`src/rtl/vreg_fill_ctrl.sv`:
```
// vreg_fill_ctrl: moves one 40-bit vector register (5 x 8-bit lanes) between
// the vector register file and byte-wide data memory, one lane per memory beat.
module vreg_fill_ctrl (
  input  logic        clk,
  input  logic        rst,
  input  logic        start,
  input  logic        op_store,
  input  logic [31:0] base_addr,
  input  logic [3:0]  vreg,
  input  logic [39:0] vreg_rdata,
  input  logic [7:0]  mem_rdata,
  input  logic        mem_ack,
  output logic        busy,
  output logic        stall,
  output logic        done,
  output logic        mem_req,
  output logic        mem_we,
  output logic [31:0] mem_addr,
  output logic [7:0]  mem_wdata,
  output logic [3:0]  vreg_sel,
  output logic [2:0]  vlane,
  output logic        WE_V,
  output logic [7:0]  DinV_8bit
);

  localparam int unsigned LANES  = 5;
  localparam int unsigned STRIDE = 1;
  localparam int unsigned LANE_W = 3;
  localparam int unsigned ADDR_W = 32;
  localparam int unsigned BYTE_W = 8;
  localparam logic [LANE_W-1:0] LAST_LANE = LANE_W'(LANES - 1);

  typedef enum logic [1:0] {IDLE, REQ, WB, DONE} state_t;

  state_t              state;
  logic [LANE_W-1:0]   lane;
  logic                op_q;
  logic [ADDR_W-1:0]   base_q;
  logic [3:0]          vreg_q;
  logic [39:0]         snap;
  logic [LANE_W-1:0]   next_lane;

  // Byte address of a lane, wrapping modulo 2^32.
  function automatic logic [ADDR_W-1:0] lane_addr(input logic [ADDR_W-1:0] base,
                                                  input logic [LANE_W-1:0] l);
    return base + ADDR_W'(l) * ADDR_W'(STRIDE);
  endfunction

  // Select one lane byte of a 40-bit vector; out-of-range lanes read as zero.
  function automatic logic [BYTE_W-1:0] lane_byte(input logic [39:0] v,
                                                  input logic [LANE_W-1:0] l);
    logic [BYTE_W-1:0] b;
    b = '0;
    for (int i = 0; i < int'(LANES); i++) begin
      if (l == LANE_W'(i)) b = v[i*BYTE_W +: BYTE_W];
    end
    return b;
  endfunction

  assign next_lane = lane + LANE_W'(1);

  // Hold decode in the start cycle (before the FSM leaves IDLE) and while moving lanes.
  assign stall = ((state == IDLE) && start) || (state == REQ) || (state == WB);

  // Sequencer: state, latches and registered outputs for the state being entered.
  always_ff @(posedge clk) begin
    if (rst) begin
      state     <= IDLE;
      lane      <= '0;
      op_q      <= 1'b0;
      base_q    <= '0;
      vreg_q    <= '0;
      snap      <= '0;
      busy      <= 1'b0;
      done      <= 1'b0;
      mem_req   <= 1'b0;
      mem_we    <= 1'b0;
      mem_addr  <= '0;
      mem_wdata <= '0;
      vreg_sel  <= '0;
      vlane     <= '0;
      WE_V      <= 1'b0;
      DinV_8bit <= '0;
    end else begin
      done      <= 1'b0;
      mem_req   <= 1'b0;
      mem_we    <= 1'b0;
      mem_addr  <= '0;
      mem_wdata <= '0;
      vreg_sel  <= '0;
      vlane     <= '0;
      WE_V      <= 1'b0;
      DinV_8bit <= '0;
      case (state)
        IDLE: begin
          busy <= 1'b0;
          if (start) begin
            op_q      <= op_store;
            base_q    <= base_addr;
            vreg_q    <= vreg;
            snap      <= op_store ? vreg_rdata : '0;
            lane      <= '0;
            state     <= REQ;
            busy      <= 1'b1;
            mem_req   <= 1'b1;
            mem_we    <= op_store;
            mem_addr  <= base_addr;
            mem_wdata <= op_store ? vreg_rdata[BYTE_W-1:0] : '0;
          end
        end
        REQ: begin
          busy <= 1'b1;
          if (mem_ack && !op_q) begin
            state     <= WB;
            WE_V      <= 1'b1;
            vreg_sel  <= vreg_q;
            vlane     <= lane;
            DinV_8bit <= mem_rdata;
          end else if (mem_ack && (lane == LAST_LANE)) begin
            state <= DONE;
            done  <= 1'b1;
          end else if (mem_ack) begin
            lane      <= next_lane;
            mem_req   <= 1'b1;
            mem_we    <= 1'b1;
            mem_addr  <= lane_addr(base_q, next_lane);
            mem_wdata <= lane_byte(snap, next_lane);
          end else begin
            mem_req   <= 1'b1;
            mem_we    <= op_q;
            mem_addr  <= lane_addr(base_q, lane);
            mem_wdata <= op_q ? lane_byte(snap, lane) : '0;
          end
        end
        WB: begin
          busy <= 1'b1;
          if (lane == LAST_LANE) begin
            state <= DONE;
            done  <= 1'b1;
          end else begin
            lane     <= next_lane;
            state    <= REQ;
            mem_req  <= 1'b1;
            mem_addr <= lane_addr(base_q, next_lane);
          end
        end
        DONE: begin
          state <= IDLE;
          busy  <= 1'b0;
        end
        default: begin
          state <= IDLE;
          busy  <= 1'b0;
        end
      endcase
    end
  end

endmodule

```
`config.mk`:
```
export PLATFORM = sky130hd
export DESIGN_NAME = vreg_fill_ctrl
export DESIGN_NICKNAME = d
export VERILOG_FILES = /design/src/rtl/vreg_fill_ctrl.sv
export SDC_FILE = /design/constraint.sdc
export NUM_CORES = 1
export LEC_CHECK = 0
export ABC_CLOCK_PERIOD_IN_PS = 5650
export BUFFER_PORTS_ARGS = -buffer_cell sky130_fd_sc_hd__buf_2
export CORE_MARGIN = 2
export CORE_UTILIZATION = 40
export CTS_CLUSTER_SIZE = 24
export DETAILED_ROUTE_END_ITERATION = 12
export MAX_ROUTING_LAYER = met4
export PLACE_DENSITY = 0.7
export SYNTH_ARGS = -nofsm -noshare
export SYNTH_HDL_FRONTEND = slang
export SYNTH_SLANG_ARGS = --single-unit
```
`constraint.sdc`:
```
create_clock -name clk -period 5.65 [get_ports clk]
set_input_delay 0.2825 -clock clk [delete_from_list [all_inputs] [get_ports clk]]
set_output_delay 0.2825 -clock clk [all_outputs]
set_load 0.005 [all_outputs]
```
# == Word level (Yosys, flattened, before mapping) ==
# Cells that the tools add are included.
# word_totals
output_inout_bits,61
inputBits,89
wordCells,105
ff_bits,142
# op_classes
n_eq_ne,17
mux,51
bitwise_logic,2
n_addsub,3
reduce_logical,16
# ops
op,count
$mux W32,5
$mux W8,16
$pmux W32 S3,1
$add A32 B3 Y32,2
$mux W40,1
$pmux W8 S2,1
$mux W3,5
$eq A3 B2 Y1 const B,4
$mux W1,12
$ne A2 B2 Y1 const B,5
$pmux W3 S3,1
$mux W2,4
$pmux W2 S4,1
$eq A3 B1 Y1 const B,2
$eq A3 B3 Y1 const B,2
$logic_not A3 Y1,2
$pmux W1 S3,2
$reduce_and A6 Y1,1
$eq A2 B2 Y1 const B,2
$pmux W1 S2,2
$reduce_and A2 Y1,2
$reduce_or A2 Y1,2
$add A3 B1 Y3 const B,1
$logic_and A1 B1 Y1,3
8 further kinds,10

# == Longest topological paths before layout ==
# logic_depth
depth_word,11
depth_mapped,11
mapped_depth_nobuf,9

# == Worst setup path before layout ==
# No wires, ideal clock.
# synth_timing
kind,flip-flop to flip-flop
from,reg lane[1]
to,reg mem_addr[24]
arrival_ps,2656
setup_time_ps,70
n_path_buf,1
path_stages_with_launch,11
slack_ps,2924
synth_period_minus_slack_ps,2726
cell_sequence,dfxtp_1 > inv_1 > ha_1 > inv_1 > fa_1 > nor2b_1 > clkbuf_1 > o2111ai_1 > or4_1 > and3_1 > a21oi_1
# synth_via
elab_chain_cells,6
elab_cells_between_ends,10
# synth_rtl
item,line,rtl
from (decl),36,logic [LANE_W-1:0] lane;
from (signal assigned),123,lane <= next_lane;
from (signal assigned),141,lane <= next_lane;
$add A3 B1 Y3,60,assign next_lane = lane + LANE_W'(1);
$add A32 B3 Y32,46,return base + ADDR_W'(l) * ADDR_W'(STRIDE);
$mux W32,122,end else if (mem_ack) begin
$mux W32,119,end else if (mem_ack && (lane == LAST_LANE)) begin
$mux W32,113,if (mem_ack && !op_q) begin
$pmux W32 S3 (*),94,case (state)
to (signal assigned),107,mem_addr <= base_addr;
to (signal assigned),126,"mem_addr <= lane_addr(base_q, next_lane);"
to (signal assigned),131,"mem_addr <= lane_addr(base_q, lane);"
to (decl),18,"output logic [31:0] mem_addr,"
# Mark *: on every way between the ends. The rest lies on a longest branch, timed or not.
# A chain may end at the register's enable or synchronous reset.

# == Final worst setup path ==
# layout_timing
from,reg lane[1]
to,reg mem_addr[11]
# The elaborated chain is that of the path after synthesis.

==> impl_metrics.prom <==
# TYPE chip_impl_metric gauge
chip_impl_metric{name="final-setup-viol-count",unit=""} 0
chip_impl_metric{name="worst_hold_slack",unit="ns"} 0.05405
chip_impl_metric{name="period_utilisation_layout",unit="%"} 56.60
chip_impl_metric{name="synth_nets",unit=""} 1069
chip_impl_metric{name="fin_skew",unit="ns"} 0.01097
chip_impl_metric{name="remaining_drc_errors",unit=""} 0
chip_impl_info{name="timing.critical_path.slowest_stage_cell",value="sky130_fd_sc_hd__a21oi_1"} 1
chip_impl_metric{name="ir_worst_vdd",unit="uV"} 226.5
chip_impl_metric{name="hpwlAfterDp",unit="um"} 15650
chip_impl_metric{name="worst-slew-pin-transition",unit="ns"} 1.191
chip_impl_metric{name="worst-path-max-fanout",unit=""} 15
chip_impl_metric{name="cts_repair_resize_count",unit=""} 0
chip_impl_metric{name="wire_length_per_cell_after_detailed_routing",unit="um"} 17.94
chip_impl_metric{name="p_per_area",unit="mW/mm2"} 291.8
chip_impl_metric{name="timing.setup.tns",unit="ns"} 0
chip_impl_metric{name="die-area",unit="mm2"} 0.01967
chip_impl_info{name="mostFrequentLayoutCell",value="sky130_fd_sc_hd__nand2_1"} 1
chip_impl_metric{name="floorplan.initialDensity",unit="%"} 41.07
chip_impl_metric{name="yosys_warnings",unit=""} 0
chip_impl_metric{name="worst_slack",unit="ns"} 2.452
chip_impl_metric{name="yosys_register_bits",unit=""} 142
chip_impl_metric{name="postSynth.asyncResetShare",unit="%"} 0
chip_impl_metric{name="vias",unit=""} 7516
chip_impl_info{name="startpoint_type",value="register"} 1
chip_impl_info{name="setup_repair_after_global_routing_missed_its_margin",value="no"} 1
chip_impl_metric{name="maximum_clock_insertion_buffer_count",unit=""} 2
chip_impl_metric{name="global_route_wire_length_before_repair",unit="um"} 36430
chip_impl_info{name="busiest_layer",value="met2"} 1
chip_impl_metric{name="clock-sinks",unit=""} 142
chip_impl_metric{name="leakagePower",unit="nW"} 3.285
chip_impl_metric{name="routed_via_density",unit=""} 5.826
chip_impl_metric{name="post-cts-setup-buffers",unit=""} 0
chip_impl_metric{name="pin_count",unit=""} 150
chip_impl_metric{name="antenna_left",unit=""} 0
chip_impl_metric{name="max-slew-margin-rel",unit="%"} 20.50
chip_impl_info{name="critPathCaptureType",value="register"} 1
chip_impl_metric{name="grt_util_met2",unit="%"} 38.75
chip_impl_metric{name="clock_insertion_delay_worst_skew",unit="ns"} 0.43
chip_impl_metric{name="die_height",unit="um"} 140.3
chip_impl_metric{name="syn_area_per_cell",unit="um2"} 7.721
chip_impl_metric{name="grt_util_all_layers",unit="%"} 23.82
chip_impl_metric{name="maxClockFrequency",unit="GHz"} 0.3127
chip_impl_info{name="status",value="complete, no violations"} 1
chip_impl_metric{name="critical_path_required",unit="ns"} 6.00
chip_impl_metric{name="core_area",unit="mm2"} 0.01809
chip_impl_metric{name="numCtsBuffers",unit=""} 17
chip_impl_metric{name="r2r_slack",unit="ns"} 2.45
chip_impl_info{name="tritoncts",value="yes"} 1
chip_impl_metric{name="cp_data_arrival_time",unit="ns"} 3.55
chip_impl_info{name="ordered_cell_list_for_the_critical_path",value="ha_1 -> ha_1 -> inv_1 -> ha_1 -> a21oi_1 -> a211o_1 -> xnor2_1 -> a22oi_1 -> a21oi_1"} 1
chip_impl_info{name="most_frequent_cells_in_the_layout",value="177 x sky130_fd_sc_hd__nand2_1, 149 x sky130_fd_sc_hd__buf_2, 142 x sky130_fd_sc_hd__dfxtp_1"} 1
chip_impl_metric{name="cts_max_level",unit=""} 4
chip_impl_metric{name="dpl_worst_slack",unit="ns"} 2.525
chip_impl_metric{name="fin_util",unit="%"} 48.04
chip_impl_metric{name="port-buffer-count",unit=""} 149
chip_impl_metric{name="syn2layout_area_growth",unit="%"} 16.98
chip_impl_metric{name="floorplan.rows",unit=""} 49
chip_impl_metric{name="timing_hold_violations_final",unit=""} 0
chip_impl_metric{name="die_w",unit="um"} 140.3
chip_impl_info{name="worstHoldPathType",value="in2reg"} 1
chip_impl_metric{name="cap_violations",unit=""} 0
chip_impl_info{name="root_buffer",value="sky130_fd_sc_hd__clkbuf_16"} 1
chip_impl_metric{name="maximum_single_stage_delay_on_the_critical_path",unit="ns"} 0.62
chip_impl_metric{name="drt_pre_antenna_iters",unit=""} 7
chip_impl_metric{name="total_count_of_max_transition_violations_in_the_final_report",unit=""} 0
chip_impl_metric{name="drive_gt1_share",unit="%"} 18.94
chip_impl_metric{name="seq_area_frac_synth",unit="%"} 38.27
chip_impl_metric{name="final.min_clock_period",unit="ns"} 3.198
chip_impl_metric{name="antenna_found_initial",unit=""} 0
chip_impl_metric{name="syn_inst",unit=""} 962
chip_impl_metric{name="gpl.final_weighted_congestion",unit=""} 0.9080
chip_impl_metric{name="clock_transition_at_path_regs",unit="ns"} 0.07
chip_impl_metric{name="netlist_area",unit="mm2"} 0.007427
chip_impl_metric{name="groute.layer.met1.usage",unit="%"} 30.32
chip_impl_metric{name="design_power_total",unit="mW"} 2.535
chip_impl_metric{name="groute.layer.met3.usage",unit="%"} 4.376
chip_impl_metric{name="design.final.nets",unit=""} 1155
chip_impl_info{name="yosys_most_used_dff",value="sky130_fd_sc_hd__dfxtp_1"} 1
chip_impl_metric{name="remaining_global_route_overflow",unit=""} 0
chip_impl_metric{name="via_count_of_the_first_global_routing_pass",unit=""} 7005
chip_impl_metric{name="post_cts_hold_buffer_count",unit=""} 0
chip_impl_metric{name="synth-edff-count",unit=""} 0
chip_impl_info{name="crit_top_cell",value="sky130_fd_sc_hd__ha_1"} 1
chip_impl_metric{name="maximum_number_of_pins_on_one_net_before_global_route_repair",unit=""} 81
chip_impl_info{name="critical_path_class",value="reg2reg"} 1
chip_impl_metric{name="num_antenna_cells",unit=""} 0
chip_impl_metric{name="detail_route.wirelength",unit="um"} 23150
chip_impl_metric{name="detailedRoute.firstIterationViolations",unit=""} 726
chip_impl_metric{name="yosys.cell_types.count",unit=""} 58
-- stage by stage --
stage,cell area [um2],std cells
floorplan,7427,962
global placement,8154,1258
detailed placement,8154,1258
CTS,8688,1290
global route,8688,1290
finish,8688,1290
-- cells in the mapped netlist, drive strengths merged, types with 3 or more instances --
cell | n | area [um2]
nor2b | 17 | 106.4
a211o | 3 | 26.28
nor2 | 23 | 86.33
a221oi | 11 | 96.34
clkbuf | 63 | 236.5
nand3 | 58 | 290.3
a21oi | 117 | 585.6
or2 | 5 | 31.28
nand2 | 178 | 668.1
a22o | 3 | 26.28
nor3 | 17 | 85.08
o21ai | 52 | 260.2
o31a | 18 | 157.7
nand4 | 16 | 115.1
xnor2 | 15 | 131.4
o311a | 4 | 40.04
ha | 16 | 200.2
buf | 23 | 116.4
inv | 15 | 56.30
and4 | 5 | 43.79
a2111oi | 3 | 26.28
and3 | 9 | 56.30
a22oi | 8 | 60.06
and2 | 22 | 137.6
a32o | 7 | 70.07
o21a | 9 | 67.56
o31ai | 3 | 22.52
nor4 | 13 | 93.84
or4 | 12 | 97.59
xor2 | 9 | 78.83
a31oi | 15 | 93.84
nand2b | 11 | 68.82
dfxtp | 142 | 2843
o211ai | 16 | 120.1
-- final timing paths --
path                      from  depth (start not counted)      endpoint
hold reg to reg      vreg_q[3]                          2     vreg_q[3]
setup reg to reg       lane[1]                          9  mem_addr[11]
setup / recovery       lane[1]                          9  mem_addr[11]
hold / removal    mem_rdata[3]                          2  DinV_8bit[3]
-- registers in the layout, summed over array words and instances, names as in the netlist, 2 cells and up --
signal	cells
mem_wdata	8
vreg_sel	4
mem_addr	32
lane	3
DinV_8bit	8
vreg_q	4
vlane	3
state	2
snap	40
base_q	32
-- cell type report --
class | instances | area, um2
multi-input cells | 719 | 4193
clock inverters | 13 | 91.34
clock buffers | 19 | 442.9
flip-flops and latches | 142 | 2843
inverters | 15 | 56.30
well taps | 229 | 286.5
repair buffers | 153 | 775.7
fillers | 1824 | 9398
-- kinds of logic after synthesis --
| group | count (synthesis) | share of synthesized area [%] |
|---|---|---|
| XOR/XNOR | 24 | 2.830 |
| buffers and inverters | 101 | 5.509 |
| flip-flops | 142 | 38.27 |
| AND/OR/NAND/NOR | 394 | 26.20 |
| multiplexers | 3 | 0.4212 |
| adder cells (fa/ha/maj) | 18 | 3.234 |
| AO/OA/AOI/OAI | 280 | 23.53 |
-- power breakdown --
group          internal, mW  switching [mW]
combinational         0.143           0.231
clock                 0.571           0.463
sequential             1.06          0.0652
-- worst max-delay path: cells and delay by family (launching register included) --
kind            cells  cell delay (ns)
xor+xnor            1             0.19
compound gates      4             1.57
fa+ha+maj           3             0.86
buf+inv             1             0.09
flops               1             0.39
-- per-layer routing --
| metal | wire length, um | share of wire (%) | vias up |
|---|---|---|---|
| met2 | 11170 | 48 | 320 |
| met4 | 361 | 1.6 | 0 |
| li1 | - | - | 3613 |
| met5 | 0 | 0 | - |
| met1 | 9942 | 43 | 3545 |
| met3 | 1673 | 7.2 | 38 |
No activity file was read; power rests on OpenSTA's default activity.
